**src/rtl/wb_cmd_master.sv**
```systemverilog
// Single-outstanding Wishbone B4 classic-cycle initiator: command stream in, one bus cycle, response stream out.
// Optional bus timeout abort is built when WB_CMD_MASTER_TIMEOUT_EN is defined.
module wb_cmd_master #(
  parameter int ADDR_WIDTH     = 4,
  parameter int TIMEOUT_CYCLES = 255
) (
  input  logic                  i_clk,
  input  logic                  i_rst_n,
  input  logic                  i_cmd_valid,
  output logic                  o_cmd_ready,
  input  logic                  i_cmd_we,
  input  logic [ADDR_WIDTH-1:0] i_cmd_adr,
  input  logic [31:0]           i_cmd_dat,
  input  logic [3:0]            i_cmd_sel,
  output logic                  o_rsp_valid,
  input  logic                  i_rsp_ready,
  output logic [31:0]           o_rsp_dat,
  output logic                  o_rsp_err,
  output logic                  o_rsp_timeout,
  output logic                  o_wb_cyc,
  output logic                  o_wb_stb,
  output logic                  o_wb_we,
  output logic [3:0]            o_wb_sel,
  output logic [ADDR_WIDTH-1:0] o_wb_adr,
  output logic [31:0]           o_wb_dat,
  input  logic [31:0]           i_wb_dat,
  input  logic                  i_wb_ack,
  input  logic                  i_wb_err,
  output logic                  o_busy
);

  typedef enum logic [1:0] {IDLE, BUS, RESP} state_t;

  state_t state_q, state_d;
  logic   term;
  logic   expire;

  if (TIMEOUT_CYCLES < 1) begin : g_bad_timeout
    $error("wb_cmd_master: TIMEOUT_CYCLES must be at least 1");
  end

  assign term        = (state_q == BUS) && (i_wb_ack || i_wb_err);
  assign o_cmd_ready = (state_q == IDLE);
  assign o_busy      = (state_q != IDLE);

`ifdef WB_CMD_MASTER_TIMEOUT_EN
  localparam int CW = (TIMEOUT_CYCLES < 2) ? 1 : $clog2(TIMEOUT_CYCLES + 1);
  localparam logic [CW-1:0] TMO_LAST = CW'(TIMEOUT_CYCLES - 1);

  logic [CW-1:0] tmo_cnt;
  logic          rsp_timeout_q;

  // Counter holds the number of unterminated BUS cycles already completed,
  // so the abort lands at the end of the TIMEOUT_CYCLES-th BUS cycle.
  always_ff @(posedge i_clk or negedge i_rst_n) begin
    if (!i_rst_n) begin
      tmo_cnt <= '0;
    end else if (state_q == IDLE) begin
      tmo_cnt <= '0;
    end else if (state_q == BUS && !term) begin
      tmo_cnt <= tmo_cnt + 1'b1;
    end
  end

  assign expire        = (state_q == BUS) && !term && (tmo_cnt == TMO_LAST);
  assign o_rsp_timeout = rsp_timeout_q;
`else
  assign expire        = 1'b0;
  assign o_rsp_timeout = 1'b0;
`endif

  always_comb begin
    state_d = state_q;
    case (state_q)
      IDLE:    if (i_cmd_valid)     state_d = BUS;
      BUS:     if (term || expire)  state_d = RESP;
      RESP:    if (i_rsp_ready)     state_d = IDLE;
      default:                      state_d = IDLE;
    endcase
  end

  always_ff @(posedge i_clk or negedge i_rst_n) begin
    if (!i_rst_n) state_q <= IDLE;
    else          state_q <= state_d;
  end

  always_ff @(posedge i_clk or negedge i_rst_n) begin
    if (!i_rst_n) begin
      o_wb_cyc    <= 1'b0;
      o_wb_stb    <= 1'b0;
      o_wb_we     <= 1'b0;
      o_wb_sel    <= '0;
      o_wb_adr    <= '0;
      o_wb_dat    <= '0;
      o_rsp_valid <= 1'b0;
      o_rsp_dat   <= '0;
      o_rsp_err   <= 1'b0;
`ifdef WB_CMD_MASTER_TIMEOUT_EN
      rsp_timeout_q <= 1'b0;
`endif
    end else begin
      case (state_q)
        IDLE: if (i_cmd_valid) begin
          o_wb_cyc <= 1'b1;
          o_wb_stb <= 1'b1;
          o_wb_we  <= i_cmd_we;
          o_wb_sel <= i_cmd_sel;
          o_wb_adr <= i_cmd_adr;
          o_wb_dat <= i_cmd_dat;
        end
        BUS: if (term) begin
          o_wb_cyc    <= 1'b0;
          o_wb_stb    <= 1'b0;
          o_rsp_valid <= 1'b1;
          o_rsp_err   <= i_wb_err;
          o_rsp_dat   <= (!o_wb_we && i_wb_ack && !i_wb_err) ? i_wb_dat : '0;
`ifdef WB_CMD_MASTER_TIMEOUT_EN
          rsp_timeout_q <= 1'b0;
`endif
        end else if (expire) begin
          o_wb_cyc    <= 1'b0;
          o_wb_stb    <= 1'b0;
          o_rsp_valid <= 1'b1;
          o_rsp_err   <= 1'b1;
          o_rsp_dat   <= '0;
`ifdef WB_CMD_MASTER_TIMEOUT_EN
          rsp_timeout_q <= 1'b1;
`endif
        end
        RESP: if (i_rsp_ready) o_rsp_valid <= 1'b0;
        default: ;
      endcase
    end
  end

endmodule

```
**config.mk**
```make
export PLATFORM = sky130hd
export DESIGN_NAME = wb_cmd_master
export DESIGN_NICKNAME = d
export VERILOG_FILES = /design/src/rtl/wb_cmd_master.sv
export SDC_FILE = /design/constraint.sdc
export NUM_CORES = 1
export LEC_CHECK = 0
export ABC_AREA = 1
export CAP_MARGIN = 15
export CORE_UTILIZATION = 43
export DETAILED_ROUTE_END_ITERATION = 16
export PLACE_DENSITY_LB_ADDON = 0.3
export SLEW_MARGIN = 20
export SYNTH_ARGS = -nofsm -noshare
export SYNTH_HDL_FRONTEND = slang
export SYNTH_SLANG_ARGS = --single-unit
```
**constraint.sdc**
```tcl
create_clock -name i_clk -period 3.3 [get_ports i_clk]
set_clock_uncertainty 0.15 [all_clocks]
set_input_delay 0.495 -clock i_clk [delete_from_list [all_inputs] [get_ports i_clk]]
set_output_delay 0.495 -clock i_clk [all_outputs]
set_load 0.1 [all_outputs]
```
==> flow_metrics.env <==
export IMPL_grtUsageMet2=0.359
export IMPL_clock_sinks=78
export IMPL_clockBufferDepth=2
export IMPL_pre_cts_ws_ps=1130
export IMPL_die_area_sq_mm=0.00756
export IMPL_synth_simple_area_share=0.318
export IMPL_startpoint_type="flop"
export IMPL_synth_sequential_area_ratio=0.629
export IMPL_synth_xor_area_share=0
export IMPL_cts_buffers=9
export IMPL_ys_top_cells_by_area="dfrtp_1 63%, nand2_1 19%, nand3_1 12%, buf_2 2.3%, buf_4 1.2%"
export IMPL_post_cts_setup_buffer_count=0
export IMPL_grt_pass1_wl_um=12600
export IMPL_die_x_um=86.9
export IMPL_r2r_slack_ps=1380
export IMPL_diodes=0
export IMPL_io_buffers=157
export IMPL_syn_area_per_cell_sq_um=8.99
export IMPL_fill_cells=548
export IMPL_synth_seq_cells=78
export IMPL_synth_top_cell_by_area="dfrtp_1"
export IMPL_worst_path_max_fanout=30
export IMPL_timing_final_ws_setup_ps=1040
export IMPL_syn_num_nets=424
export IMPL_vias=2834
export IMPL_yosys_warnings=0
export IMPL_setup_viol=0
export IMPL_grt_pass1_vias=2788
export IMPL_yosys_area_share_adder=0
export IMPL_synth_compound_area_share=0.00484
export IMPL_dp_hpwl_um=5440
export IMPL_ys_flop_type="dfrtp_1"
export IMPL_finalHoldViolations=0
export IMPL_core_area_sq_mm=0.00687
export IMPL_std_cell_rows=30
export IMPL_synth_top_cell_area_share=0.629
export IMPL_dr_pass1_iters=4
export IMPL_cp_data_required_time_ps=2650
export IMPL_ys_types=15
export IMPL_worst_slew_pin_slew_ps=969
export IMPL_endpoint_kind="output pin"
export IMPL_start_util=0.452
export IMPL_io_pins=159
export IMPL_postRouteAntennaNets=0
export IMPL_r2r_end="o_wb_we$_DFFE_PN0P_"
export IMPL_root_buffer="clkbuf_8"
export IMPL_async_reset_ff_frac=1.00
export IMPL_slew_headroom=0.354
export IMPL_grt_overflow_total=0
export IMPL_synthMuxAreaShare=0
export IMPL_tns_ps=0
export IMPL_worst_setup_path_type="flop to output pin"
export IMPL_r2r_cells=4
export IMPL_wl_per_cell_um=13.3
export IMPL_via_per_inst=4.76
export IMPL_place_gp_congestion=0.743
export IMPL_antenna_found_initial=0
export IMPL_regArea_sq_mm=0.00195
export IMPL_drive_gt1_frac=0.214
export IMPL_nNetsFinal=573
export IMPL_cts_max_level=3
export IMPL_use_met3=0.0711
export IMPL_grt_start_max_net_pins=79
export IMPL_synth_most_common_cell="nand2_1"
export IMPL_wl_um=7900
export IMPL_hold_class="input port to asynchronous set/reset pin"
export IMPL_track_usage=0.215
export IMPL_cts_hold_buf=0
export IMPL_drv_slew=0
export IMPL_cap_violations=0
export IMPL_syn_to_final_growth_pct=53.3
export IMPL_insertion_delay_ps=340
export IMPL_die_y_um=86.9
export IMPL_synth_edff_count=0
export IMPL_final_min_clock_period_ps=2260
export IMPL_drcViolationCount=0
export IMPL_multi_input_area_sq_mm=0.00101
export IMPL_initialDrtViolationCount=78
export IMPL_cts_resized=0
export IMPL_synth_area_sq_mm=0.00310
export IMPL_r2r_start="state_q[1]$_DFFE_PN0P_"
export IMPL_fin_crit_sh=0.684
export IMPL_syn_inst=345
export IMPL_synth_top_family_by_area="simple AND/OR/NAND/NOR gates"
export IMPL_netlist_top_cells_count="156 x nand2_1, 78 x dfrtp_1, 73 x nand3_1"
export IMPL_cts_tree="done"
export IMPL_clkTransAtPathRegs_ps=70
export IMPL_arrival_ps=1610
export IMPL_clock_fmax_ghz=0.443
export IMPL_top_usage_layer="met2"
export IMPL_grt_use_met1=0.256
export IMPL_status="completed"
export IMPL_rsz0062_at_grt="false"
## stage by stage
| step | area [sq um] | utilization | hold WS, ps | std cells |
|---|---|---|---|---|
| finish | 4760 | 0.692 | 142 | 595 |
| global route | 4760 | 0.692 | 231 | 595 |
| CTS | 4760 | 0.692 | 188 | 595 |
| detailed placement | 4520 | 0.658 | 310 | 579 |
| global placement | 4520 | 0.658 | 306 | 579 |
| floorplan | 3100 | - | 49.4 | 345 |
## logic make-up after synthesis
logic type	count (synthesis)
buffers and inverters	29
AOI/OAI and AO/OA	2
and+or+nand+nor	235
DFF	78
other	1
## placed cells by master (no fill, tap or decap)
cell type / count
conb_1: 1
o31ai_1: 1
clkdlybuf4s50_1: 77
clkinv_2: 3
o21a_1: 1
nor2_2: 2
nor2_1: 2
inv_2: 2
clkinvlp_4: 1
clkbuf_8: 9
nand2_1: 156
bufinv_16: 3
inv_1: 3
nand2_2: 1
dfrtp_1: 78
nor2_4: 1
buf_4: 84
buf_12: 1
nand3_1: 73
## worst max path at each step
stage	cells past startpoint	slack (ps)	end	startpoint
after CTS	4	1020	o_busy	state_q[1]$_DFFE_PN0P_
after detailed placement	5	1130	state_q[1]$_DFFE_PN0P_	i_wb_err
after global placement	5	1200	state_q[1]$_DFFE_PN0P_	i_wb_err
final	4	1040	o_busy	state_q[1]$_DFFE_PN0P_
after floorplan	3	960	o_busy	state_q[0]$_DFFE_PN0P_
after global routing	4	970	o_busy	state_q[1]$_DFFE_PN0P_
## critical path, stage by stage, from the launching register on
cell and delay [ps]:
dfrtp_1 440, nor2_2 180, buf_4 350, inv_1 70, buf_4 240
## registers in the layout (all words and copies together), names as in the netlist
name / cells
o_rsp_valid: 1
o_wb_stb: 1
o_wb_sel: 4
o_wb_adr: 4
state_q: 2
o_rsp_dat: 32
o_wb_we: 1
o_rsp_err: 1
o_wb_dat: 32
## per-layer routing
metal | up-vias | wire length, um
met1 | 1313 | 3250
met4 | 0 | 123
met5 | - | 0
li1 | 1388 | -
met3 | 11 | 807
met2 | 122 | 3720
## cell type report
cell class              instances  share of cell area
clock inverters                 7              0.0237
well taps                      96              0.0253
inverters                       5             0.00395
flip-flops and latches         78               0.410
multi-input cells             238               0.212
clock buffers                   9              0.0260
repair buffers                162               0.299
Power is not shown: default switching activity piles up to over one toggle a cycle in this logic, so the estimate is an artifact.
